File: config.mk
export PLATFORM = sky130hd
export DESIGN_NAME = seg_display_scan_flat
export DESIGN_NICKNAME = d
export VERILOG_FILES = /design/src/rtl/seg_display_scan_if.sv /design/src/rtl/seg_display_scan.sv /design/src/flat_wrapper.sv
export SDC_FILE = /design/constraint.sdc
export NUM_CORES = 1
export LEC_CHECK = 0
export BUFFER_PORTS_ARGS = -buffer_cell sky130_fd_sc_hd__buf_4
export CAP_MARGIN = 30
export CORE_ASPECT_RATIO = 1.4
export CORE_UTILIZATION = 45
export CTS_BUF_LIST = sky130_fd_sc_hd__clkbuf_4 sky130_fd_sc_hd__clkbuf_8
export DETAILED_ROUTE_END_ITERATION = 8
export PLACE_DENSITY_LB_ADDON = 0.1
export SYNTH_ARGS = -nofsm -noshare
export SYNTH_HDL_FRONTEND = slang
export SYNTH_SLANG_ARGS = --single-unit
File: constraint.sdc
create_clock -name clk -period 3.8 [get_ports clk]
set_input_delay 0 -clock clk [delete_from_list [all_inputs] [get_ports clk]]
set_output_delay 0 -clock clk [all_outputs]
set_load 0.02 [all_outputs]
File: src/rtl/seg_display_scan_if.sv
// Pin bundle between the user datapath and the multiplexed 7-segment driver.
// The master drives the digit data and display controls; the slave drives the display pins.
interface seg_display_scan_if #(
  parameter int unsigned DIGITS = 4
);
  logic [4*DIGITS-1:0] data;
  logic [DIGITS-1:0]   dp;
  logic                blank_lz;
  logic [3:0]          brightness;
  logic [DIGITS-1:0]   anodes;
  logic [6:0]          segments;
  logic                seg_dp;
  logic                frame_done;

  modport master (
    output data, dp, blank_lz, brightness,
    input  anodes, segments, seg_dp, frame_done
  );

  modport slave (
    input  data, dp, blank_lz, brightness,
    output anodes, segments, seg_dp, frame_done
  );
endinterface

File: src/rtl/seg_display_scan.sv
// Time-multiplexed hex 7-segment driver with PWM brightness, leading-zero blanking
// and per-frame input latching so a frame never mixes old and new data.
module seg_display_scan #(
  parameter int unsigned DIGITS           = 4,
  parameter int unsigned CLK_DIV          = 3125,
  parameter bit          ANODE_ACTIVE_LOW = 1'b1,
  parameter bit          SEG_ACTIVE_LOW   = 1'b0
) (
  input  logic              clk,
  input  logic              rst,
  seg_display_scan_if.slave bus
);
  localparam int unsigned PW = (CLK_DIV > 1) ? $clog2(CLK_DIV) : 1;
  localparam int unsigned DW = (DIGITS > 1) ? $clog2(DIGITS) : 1;
  localparam logic [PW-1:0] PresMax  = PW'(CLK_DIV - 1);
  localparam logic [DW-1:0] DigitMax = DW'(DIGITS - 1);

  logic [PW-1:0]        pres_q, pres_d;
  logic [3:0]           tick_idx_q, tick_idx_d;
  logic [DW-1:0]        digit_q, digit_d;
  logic                 first_q, first_d;
  logic [4*DIGITS-1:0]  data_q, data_d;
  logic [DIGITS-1:0]    dp_q, dp_d;
  logic                 blank_lz_q, blank_lz_d;
  logic [3:0]           bright_q, bright_d;
  logic [DIGITS-1:0]    anodes_q, anodes_d;
  logic [6:0]           segments_q, segments_d;
  logic                 seg_dp_q, seg_dp_d;
  logic                 frame_done_q, frame_done_d;

  logic                 tick, wrap, latch;
  logic [DIGITS-1:0]    lz_blank;

  function automatic logic [6:0] decode(input logic [3:0] n);
    case (n)
      4'h0: decode = 7'b1111110;
      4'h1: decode = 7'b0110000;
      4'h2: decode = 7'b1101101;
      4'h3: decode = 7'b1111001;
      4'h4: decode = 7'b0110011;
      4'h5: decode = 7'b1011011;
      4'h6: decode = 7'b1011111;
      4'h7: decode = 7'b1110000;
      4'h8: decode = 7'b1111111;
      4'h9: decode = 7'b1111011;
      4'hA: decode = 7'b1110111;
      4'hB: decode = 7'b0011111;
      4'hC: decode = 7'b1001110;
      4'hD: decode = 7'b0111101;
      4'hE: decode = 7'b1001111;
      default: decode = 7'b1000111;
    endcase
  endfunction

  always_comb begin
    tick       = (pres_q == PresMax);
    wrap       = tick && (tick_idx_q == 4'hF) && (digit_q == DigitMax);
    // The very first tick after reset also latches, so the display lights without a full frame.
    latch      = wrap || (tick && first_q);
    pres_d     = tick ? '0 : pres_q + 1'b1;
    tick_idx_d = tick ? tick_idx_q + 4'd1 : tick_idx_q;
    digit_d    = digit_q;
    if (tick && (tick_idx_q == 4'hF)) begin
      digit_d = (digit_q == DigitMax) ? '0 : digit_q + 1'b1;
    end
    first_d      = first_q && !tick;
    data_d       = latch ? bus.data       : data_q;
    dp_d         = latch ? bus.dp         : dp_q;
    blank_lz_d   = latch ? bus.blank_lz   : blank_lz_q;
    bright_d     = latch ? bus.brightness : bright_q;
    frame_done_d = wrap;
  end

  // A digit is blanked when it and every more-significant nibble are zero.
  always_comb begin
    logic zero_run;
    zero_run = 1'b1;
    lz_blank = '0;
    for (int i = int'(DIGITS) - 1; i >= 0; i--) begin
      zero_run    = zero_run && (data_q[4*i +: 4] == 4'h0);
      lz_blank[i] = blank_lz_q && zero_run && (i != 0);
    end
  end

  always_comb begin
    logic [DIGITS-1:0] onehot;
    logic [6:0]        lit_seg;
    logic              lit_dp;
    lit_seg = lz_blank[digit_q] ? 7'b0 : decode(data_q[4*digit_q +: 4]);
    lit_dp  = dp_q[digit_q];
    onehot  = (tick_idx_q < bright_q) ? (DIGITS'(1) << digit_q) : '0;
    if (first_q) begin
      onehot  = '0;
      lit_seg = '0;
      lit_dp  = 1'b0;
    end
    anodes_d   = onehot ^ {DIGITS{ANODE_ACTIVE_LOW}};
    segments_d = lit_seg ^ {7{SEG_ACTIVE_LOW}};
    seg_dp_d   = lit_dp ^ SEG_ACTIVE_LOW;
  end

  always_ff @(posedge clk or posedge rst) begin
    if (rst) begin
      pres_q       <= '0;
      tick_idx_q   <= '0;
      digit_q      <= '0;
      first_q      <= 1'b1;
      data_q       <= '0;
      dp_q         <= '0;
      blank_lz_q   <= 1'b0;
      bright_q     <= '0;
      anodes_q     <= {DIGITS{ANODE_ACTIVE_LOW}};
      segments_q   <= {7{SEG_ACTIVE_LOW}};
      seg_dp_q     <= SEG_ACTIVE_LOW;
      frame_done_q <= 1'b0;
    end else begin
      pres_q       <= pres_d;
      tick_idx_q   <= tick_idx_d;
      digit_q      <= digit_d;
      first_q      <= first_d;
      data_q       <= data_d;
      dp_q         <= dp_d;
      blank_lz_q   <= blank_lz_d;
      bright_q     <= bright_d;
      anodes_q     <= anodes_d;
      segments_q   <= segments_d;
      seg_dp_q     <= seg_dp_d;
      frame_done_q <= frame_done_d;
    end
  end

  assign bus.anodes     = anodes_q;
  assign bus.segments   = segments_q;
  assign bus.seg_dp     = seg_dp_q;
  assign bus.frame_done = frame_done_q;
endmodule

File: src/flat_wrapper.sv
// flat-port wrapper written by rule: the top's interface ports become plain ports
module seg_display_scan_flat 
#(
  parameter int unsigned DIGITS           = 4,
  parameter int unsigned CLK_DIV          = 3125,
  parameter bit          ANODE_ACTIVE_LOW = 1'b1,
  parameter bit          SEG_ACTIVE_LOW   = 1'b0
)
  (clk, rst, bus_data, bus_dp, bus_blank_lz, bus_brightness, bus_anodes, bus_segments, bus_seg_dp, bus_frame_done);
  seg_display_scan_if #(.DIGITS(DIGITS)) bus_i ();
  input  logic clk;
  input  logic rst;
  input wire logic [$bits(bus_i.data)-1:0] bus_data;
  input wire logic [$bits(bus_i.dp)-1:0] bus_dp;
  input wire logic [$bits(bus_i.blank_lz)-1:0] bus_blank_lz;
  input wire logic [$bits(bus_i.brightness)-1:0] bus_brightness;
  output wire logic [$bits(bus_i.anodes)-1:0] bus_anodes;
  output wire logic [$bits(bus_i.segments)-1:0] bus_segments;
  output wire logic [$bits(bus_i.seg_dp)-1:0] bus_seg_dp;
  output wire logic [$bits(bus_i.frame_done)-1:0] bus_frame_done;
  assign bus_i.data = bus_data;
  assign bus_i.dp = bus_dp;
  assign bus_i.blank_lz = bus_blank_lz;
  assign bus_i.brightness = bus_brightness;
  assign bus_anodes = bus_i.anodes;
  assign bus_segments = bus_i.segments;
  assign bus_seg_dp = bus_i.seg_dp;
  assign bus_frame_done = bus_i.frame_done;
  seg_display_scan #(.DIGITS(DIGITS), .CLK_DIV(CLK_DIV), .ANODE_ACTIVE_LOW(ANODE_ACTIVE_LOW), .SEG_ACTIVE_LOW(SEG_ACTIVE_LOW)) u_core (.clk(clk), .rst(rst), .bus(bus_i));
endmodule
==> impl_metrics.tcl, run 1 <==
set metrics [dict create \
    clkTransAtPathRegs_ps 70 \
    powerDensity_nw_per_um2 333 \
    vdd_drop_max_mv 0.205 \
    grt_pass1_vias 2115 \
    rr_startpoint "u_core.digit_q[0]$_DFFE_PP0P_" \
    initial_core_util_pct 46.4 \
    yosys_register_bits 57 \
    cts.repair.resized 0 \
    cts.path.max_buffers 2 \
    cp-end-kind "flop" \
    post-dp-hpwl_microns 4020 \
    grt_max_degree 58 \
    fp-row-count 34 \
    routed_wl_microns 5850 \
    fmax_ghz 0.411 \
    whs_ps 423 \
    hp-class "input pin to flop" \
    portBuffers 39 \
    synth_edf_count 0 \
    start_kind "flop" \
    power_mw 1.22 \
    worstSkewPairLatency_ps 330 \
    setup-violations-final 0 \
    yosysWarnings 0 \
    period_share_pct 64.1 \
    outcome "complete, no violations" \
    place.gp.congestion 0.774 \
    final_common_cell "dfrtp_1" \
    dieWidth_microns 69.6 \
    io_pins 40 \
    antenna_cells 0 \
    vias 2023 \
    cpMaxStageDelayCell "dfrtp_1" \
    syn-mean-instance-area_sq_um 12.3 \
    htree_num_levels 3 \
    fillers 534 \
    worstMarginPinSlew_ps 711 \
    slew_violations 0 \
    path_max_fanout 12 \
    area_delta_synth_final_pct 27.6 \
    synth.distinct_cells 38 \
    cp.buffers_inverters 0 \
    arrival_ps 2600 \
    clock_skew_ps 8.40 \
    track_usage_pct 19.2 \
    cts_buffers 9 \
    slew-limit-headroom_pct 52.6 \
    fin_nets 347 \
    reg2reg_slack_ps 1360 \
    cpPeakStageDelay_ps 640 \
    drive_above_1_share_pct 27.2 \
    coreArea_sq_um 6210 \
    cts_setup_buffers 0 \
    rsz0062_at_grt "no" \
    clock_sinks 57 \
    drt-initial-drc-count 57 \
    syn-num-nets 277 \
    r2r-end "u_core.bus.segments[0]$_DFF_PP0_" \
    yosysSeqAreaShare_pct 49.7 \
    max_cap_violations 0 \
    min_path_cells 3 \
    crit_chain "mux4_2, ha_1, mux2_2, a2111oi_0" \
    p_leak_nw 1.70 \
    via_per_inst 5.31 \
    syn_area_sq_um 2880 \
    async_flop_share_pct 100 \
    required_ps 3970 \
    tritoncts "yes" \
    grt_pass1_wl_microns 10000 \
    hold_viol 0 \
    die_area_sq_um 6730 \
    grt.overflow.total 0 \
    routedWlPerCell_microns 15.4 \
    drt-pass1-iter-count 4 \
    antenna_found_initial 0 \
    layout_common_cells "52 x dfrtp_1, 42 x buf_4, 26 x dlygate4sd3_1, 20 x mux2_1, 16 x ha_1" \
    die_y_microns 96.7 \
    clockRootBuffer "clkbuf_8" \
    synth_ff_type "dfrtp_1" \
    syn_inst 234 \
    r2r_cells 4 \
    critPathKind "flop to flop" \
    whs_endpoint "u_core.data_q[1]$_DFFE_PP0P_" \
    multi_input_area_sq_um 1330 \
    cp_top_family "multiplexers" \
    ant_nets 0 \
    hold_start "bus_data[1]" \
    tns_ps 0 \
    drcViolationCount 0 \
    period_needed_ps 2440 \
    final-seq-area_sq_um 1430 \
]
power by group:
part	switching [mW]	total, mW	internal (mW)	leakage, nW
sequential	0	0.607	0.607	0.733
clock	0.237	0.563	0.325	0.0987
combinational	0.0197	0.0546	0.0349	0.870
registers in the layout (all words and copies together), names as in the netlist:
name and cells:
u_core.blank_lz_q 1, u_core.dp_q 4, u_core.pres_q 12, u_core.tick_idx_q 4, u_core.digit_q 2, u_core.first_q 1, u_core.data_q 16, u_core.bus.frame_done 1
u_core.bus.anodes 4, u_core.bus.seg_dp 1, u_core.bright_q 4, u_core.bus.segments 7
cell families (layout without fill, tap and decap cells):
| kind of cell | after synthesis | after routing | synth area share (%) |
|---|---|---|---|
| multiplexers | 39 | 39 | 17.4 |
| XOR/XNOR | 16 | 16 | 4.86 |
| AO/OA/AOI/OAI | 25 | 25 | 5.60 |
| buffers and inverters | 23 | 98 | 4.30 |
| adder cells (fa/ha/maj) | 16 | 16 | 6.94 |
| AND/OR/NAND/NOR | 58 | 58 | 11.2 |
| flip-flops | 57 | 57 | 49.7 |
worst min-delay path: cells and delay by family:
| family | cells | cell delay [ps] |
|---|---|---|
| buffers and inverters | 2 | 610 |
| muxes | 1 | 110 |
metal layers:
layer	wire length [microns]	vias to the layer above	share of wire [%]	GRT usage, %
met2	3220	36	55	34.7
met5	0	-	0	0
met1	2380	1013	41	21.2
li1	-	968	-	-
met4	69	0	1.2	6.31
met3	179	6	3.1	5.83
synth_stat cells (5+ instances only):
master / number / area, sq um
mux2_1: 20 / 225
inv_1: 14 / 52.6
nand2_1: 8 / 30.0
ha_1: 16 / 200
dfstp_2: 5 / 131
nor3_1: 5 / 25.0
mux2_2: 10 / 113
nand3_1: 5 / 25.0
xor2_1: 5 / 43.8
nor4_1: 5 / 31.3
xnor2_1: 11 / 96.3
o21ai_0: 8 / 40.0
dfrtp_1: 52 / 1300
mux4_2: 6 / 135
nor2_1: 14 / 52.6
stage by stage:
stage	setup WS, ps	cells	util [%]	cell area, sq um
6_report	1360	381	59.2	3680
5_1_grt	1170	381	59.2	3680
4_1_cts	1350	381	59.2	3680
3_5_place_dp	1380	339	51.8	3220
3_3_place_gp	1530	339	51.8	3220
2_1_floorplan	1700	234	-	2880
worst max-delay path by stage:
| stage | start | endpoint | slack (ps) | depth (start not counted) |
|---|---|---|---|---|
| global placement | u_core.digit_q[0]$_DFFE_PP0P_ | u_core.bus.segments[0]$_DFF_PP0_ | 1530 | 4 |
| global route | u_core.digit_q[0]$_DFFE_PP0P_ | u_core.bus.segments[0]$_DFF_PP0_ | 1170 | 4 |
| CTS | u_core.digit_q[0]$_DFFE_PP0P_ | u_core.bus.segments[0]$_DFF_PP0_ | 1350 | 4 |
| finish | u_core.digit_q[0]$_DFFE_PP0P_ | u_core.bus.segments[0]$_DFF_PP0_ | 1360 | 4 |
| detailed placement | u_core.digit_q[0]$_DFFE_PP0P_ | u_core.bus.segments[0]$_DFF_PP0_ | 1380 | 4 |
| floorplan | u_core.digit_q[0]$_DFFE_PP0P_ | u_core.bus.segments[1]$_DFF_PP0_ | 1700 | 5 |
area by class of cell:
cell class	instances	area share, %
Sequential cell	57	38.9
Multi-Input combinational cell	154	36.1
Timing Repair Buffer	68	15.6
Clock buffer	11	3.94
Tap cell	72	2.45
Clock inverter	5	1.50
Inverter	14	1.43
timing repair:
action                                 4_1_cts  5_1_grt
endpoints found under the hold margin       77        0
setup endpoints to repair                    0        0
hold buffers                                26        0
No activity file was read; power rests on OpenSTA's default activity.
==> inputs of run 2 (changes only) <==
==> constraint.sdc (replaced) <==
create_clock -name clk -period 2 [get_ports clk]
set_input_delay 0 -clock clk [delete_from_list [all_inputs] [get_ports clk]]
set_output_delay 0 -clock clk [all_outputs]
set_load 0.02 [all_outputs]
==> impl_metrics.tcl, run 2 (synthesis results as in run 1) <==
set metrics [dict create \
    post-dp-hpwl_microns 4230 \
    clock_skew_ps 6.93 \
    worstSkewPairLatency_ps 340 \
    period_needed_ps 1990 \
    powerDensity_nw_per_um2 640 \
    fmax_ghz 0.504 \
    hp-class "input pin to asynchronous set/reset pin" \
    cp-end-kind "flop" \
    required_ps 2220 \
    tritoncts "yes" \
    place.gp.congestion 0.818 \
    arrival_ps 2200 \
    hold_viol 0 \
    grt_pass1_wl_microns 10500 \
    path_max_fanout 8 \
    die_y_microns 96.7 \
    cp_top_family "multiplexers" \
    drt-pass1-iter-count 4 \
    htree_num_levels 3 \
    cpMaxStageDelayCell "mux4_2" \
    grt_pass1_vias 2299 \
    drcViolationCount 0 \
    routed_wl_microns 6290 \
    setup-violations-final 0 \
    cts.path.max_buffers 2 \
    die_area_sq_um 6730 \
    top_register "u_core.data_q" \
    grt.overflow.total 0 \
    initial_core_util_pct 46.4 \
    period_share_pct 99.3 \
    rsz0062_at_grt "yes" \
    antenna_cells 0 \
    drt-initial-drc-count 49 \
    power_mw 2.61 \
    ant_nets 0 \
    track_usage_pct 20.3 \
    worstMarginPinSlew_ps 482 \
    cpPeakStageDelay_ps 600 \
    dieWidth_microns 69.6 \
    area_delta_synth_final_pct 41.3 \
    whs_ps 239 \
    final_common_cell "buf_4" \
    critPathKind "flop to flop" \
    slew_violations 0 \
    clkTransAtPathRegs_ps 70 \
    p_leak_nw 1.90 \
    coreArea_sq_um 6210 \
    final-seq-area_sq_um 1430 \
    layout_common_cells "70 x buf_4, 51 x dfrtp_1, 26 x dlygate4sd3_1, 20 x mux2_1, 14 x nor2_1" \
    grt_max_degree 38 \
    fin_nets 378 \
    antenna_found_initial 0 \
    vias 2159 \
    clockRootBuffer "clkbuf_8" \
    largest_reg_flops 16 \
    via_per_inst 5.24 \
    start_kind "flop" \
    fillers 498 \
    cp.buffers_inverters 1 \
    max_cap_violations 0 \
    routedWlPerCell_microns 15.3 \
    fp-row-count 34 \
    crit_chain "buf_4, mux4_2, or2_2, nor2_1, a2111oi_4" \
    cts_buffers 9 \
    drive_above_1_share_pct 37.4 \
    slew-limit-headroom_pct 67.8 \
    portBuffers 39 \
    io_pins 40 \
    outcome "complete, no violations" \
    clock_sinks 57 \
    multi_input_area_sq_um 1410 \
    vdd_drop_max_mv 0.451 \
]
run 2: cell types whose count changed in the layout (fill, tap and decap cells not counted), moves of 3 or more:
cell,before,now
buf_4,42,70
ha_1,16,12
inv_1,13,10
inv_2,1,4
run 2: routing by layer:
| metal | global-route usage, % | share of wire, % | vias up | routed length, microns |
|---|---|---|---|---|
| li1 | - | - | 1030 | - |
| met1 | 21.2 | 39 | 1070 | 2450 |
| met2 | 37.0 | 55 | 45 | 3480 |
| met3 | 5.10 | 3.3 | 14 | 206 |
| met4 | 10.5 | 2.4 | 0 | 153 |
| met5 | 0 | 0 | - | 0 |
run 2: final timing paths:
kind	slack, ps	to	from	cells after the start
worst max-delay path	10	u_core.bus.segments[1]$_DFF_PP0_	u_core.digit_q[1]$_DFFE_PP0P_	5
worst min-delay path	240	u_core.bus.segments[3]$_DFF_PP0_	rst	3
worst max register to register	10	u_core.bus.segments[1]$_DFF_PP0_	u_core.digit_q[1]$_DFFE_PP0P_	5
worst min register to register	490	u_core.bright_q[1]$_DFFE_PP0P_	u_core.bright_q[1]$_DFFE_PP0P_	1
max in group asynchronous	1140	u_core.bus.anodes[0]$_DFF_PP1_	rst	4
min in group clk	420	u_core.bright_q[1]$_DFFE_PP0P_	bus_brightness[1]	3
run 2: metrics by stage:
| step | instance area [sq um] | utilization [%] | TNS (ps) | setup slack, ps | instances |
|---|---|---|---|---|---|
| finish | 4070 | 65.6 | 0 | 14.9 | 412 |
| global route | 4070 | 65.6 | -209 | -63.8 | 412 |
| CTS | 3950 | 63.7 | -0.567 | -0.567 | 406 |
| detailed placement | 3440 | 55.4 | -42.5 | -21.9 | 364 |
| global placement | 3440 | 55.4 | 0 | 20.0 | 364 |
| floorplan | 2900 | - | -15.1 | -15.1 | 234 |
run 2: final cells by class:
| type | instances | area share [%] |
|---|---|---|
| inverters | 14 | 1.29 |
| flip-flops and latches | 57 | 35.2 |
| multi-input cells | 154 | 34.7 |
| clock inverters | 5 | 2.52 |
| well taps | 72 | 2.21 |
| clock buffers | 11 | 3.56 |
| repair buffers | 99 | 20.5 |
run 2: where the power goes:
part           internal, mW  switching, mW
sequential             1.15              0
combinational        0.0690         0.0388
clock                 0.873          0.473
total                  2.10          0.512
run 2: what timing repair did:
item,in CTS,in global routing
cloned,0,0
setup buffers,0,6
pin swaps,0,3
endpoints found under the setup margin,2,6
endpoints found under the hold margin,45,0
resized for setup,3,15
hold buffers,26,0
run 2: worst register-to-register path: stages, from the launching register on:
cell and delay (ps):
dfrtp_2 450, buf_4 170, mux4_2 600, or2_2 340, nor2_1 220, a2111oi_4 90
==> inputs of run 3 (changes only) <==
--- a/config.mk
+++ b/config.mk
@@ -12,6 +12,8 @@
 export CTS_BUF_LIST = sky130_fd_sc_hd__clkbuf_4 sky130_fd_sc_hd__clkbuf_8
 export DETAILED_ROUTE_END_ITERATION = 8
 export PLACE_DENSITY_LB_ADDON = 0.1
+export REMOVE_ABC_BUFFERS = 1
+export SKIP_CTS_REPAIR_TIMING = 1
 export SYNTH_ARGS = -nofsm -noshare
 export SYNTH_HDL_FRONTEND = slang
 export SYNTH_SLANG_ARGS = --single-unit
==> impl_metrics.tcl, run 3 (synthesis results as in run 1) <==
set metrics [dict create \
    outcome "complete, but fails checks" \
    period_needed_ps 2040 \
    place.gp.congestion 0.830 \
    drt-initial-drc-count 92 \
    worstSkewPairLatency_ps 340 \
    tns_ps -37.0 \
    power_mw 2.57 \
    required_ps 2210 \
    start_kind "flop" \
    grt_max_degree 35 \
    cp-startpoint "u_core.digit_q[0]$_DFFE_PP0P_" \
    p_leak_nw 1.88 \
    cts.path.max_buffers 2 \
    dp_cells 362 \
    via_per_inst 5.18 \
    die_y_microns 96.7 \
    slew_violations 0 \
    setup-violations-final 1 \
    violations "negative setup slack" \
    whs_ps 259 \
    setup_ws_ps -37.0 \
    fmax_ghz 0.491 \
    r2r_cells 4 \
    fin_nets 372 \
    rsz0062_at_grt "yes" \
    powerDensity_nw_per_um2 637 \
    final_common_cell "buf_4" \
    fp-row-count 34 \
    hold_viol 0 \
    vdd_drop_max_mv 0.545 \
    largest_reg_flops 16 \
    drive_above_1_share_pct 36.5 \
    layout_common_cells "64 x buf_4, 51 x dfrtp_1, 26 x dlygate4sd3_1, 20 x mux2_1, 13 x nor2_1" \
    antenna_found_initial 0 \
    rr_startpoint "u_core.digit_q[0]$_DFFE_PP0P_" \
    routedWlPerCell_microns 15.2 \
    multi_input_area_sq_um 1420 \
    die_area_sq_um 6730 \
    grt_pass1_wl_microns 9780 \
    coreArea_sq_um 6210 \
    track_usage_pct 18.9 \
    arrival_ps 2250 \
    worstMarginPinSlew_ps 516 \
    critPathKind "flop to flop" \
    area_delta_synth_final_pct 39.8 \
    post-dp-hpwl_microns 4350 \
    period_share_pct 102 \
    htree_num_levels 3 \
    grt.overflow.total 0 \
    final-seq-area_sq_um 1430 \
    vias 2104 \
    max_cap_violations 0 \
    clkTransAtPathRegs_ps 60 \
    portBuffers 39 \
    drt-pass1-iter-count 4 \
    path_max_fanout 4 \
    clockRootBuffer "clkbuf_8" \
    io_pins 40 \
    tritoncts "yes" \
    fillers 506 \
    top_register "u_core.data_q" \
    cp-end-kind "flop" \
    layoutNonFillerInstCount 406 \
    initial_core_util_pct 46.4 \
    antenna_cells 0 \
    clock_sinks 57 \
    routed_wl_microns 6170 \
    clock_skew_ps 9.36 \
    dieWidth_microns 69.6 \
    hp-class "input pin to asynchronous set/reset pin" \
    drcViolationCount 0 \
    ant_nets 0 \
    grt_pass1_vias 2027 \
    slew-limit-headroom_pct 65.5 \
    cts_buffers 9 \
]
## run 3: per-stage QoR
step                util, %  worst slack, ps  instance area, sq um
floorplan                 -            -1110                  2810
global placement       55.0             17.2                  3420
detailed placement     55.0            -53.7                  3420
CTS                    58.9            -74.9                  3660
global route           64.9             -101                  4030
finish                 64.9            -37.0                  4030
## run 3: final cells by class
| class | count | share of cell area [%] |
|---|---|---|
| Sequential cell | 57 | 35.6 |
| Clock buffer | 10 | 3.42 |
| Timing Repair Buffer | 93 | 19.7 |
| Clock inverter | 6 | 2.61 |
| Tap cell | 72 | 2.24 |
| Multi-Input combinational cell | 154 | 35.1 |
| Inverter | 14 | 1.37 |
## run 3: path summary, 6_finish.rpt
kind                                                     to  slack, ps
max in group asynchronous          u_core.first_q$_DFF_PP1_       1130
setup / recovery           u_core.bus.segments[1]$_DFF_PP0_        -40
min in group clk               u_core.data_q[9]$_DFFE_PP0P_        420
setup reg to reg           u_core.bus.segments[1]$_DFF_PP0_        -40
hold reg to reg                  u_core.dp_q[2]$_DFFE_PP0P_        490
hold / removal                u_core.data_q[14]$_DFFE_PP0P_        260
## run 3: power breakdown
part	internal, mW	switching (mW)	total, mW
combinational	0.0689	0.0371	0.106
clock	0.854	0.454	1.31
sequential	1.15	0	1.15
## run 3: layer usage
layer  track usage (%)  vias to the layer above  wire length, microns
met1              23.4                     1031                  2610
li1                  -                     1017                     -
met3              4.38                       18                   175
met2              30.2                       38                  3200
met5                 0                        -                     0
met4              10.6                        0                   177
## run 3: critical path, stage by stage, from the launching register on
cell and delay [ps]:
dfrtp_1 420, mux4_2 610, ha_4 210, mux2_2 270, a2111oi_2 390
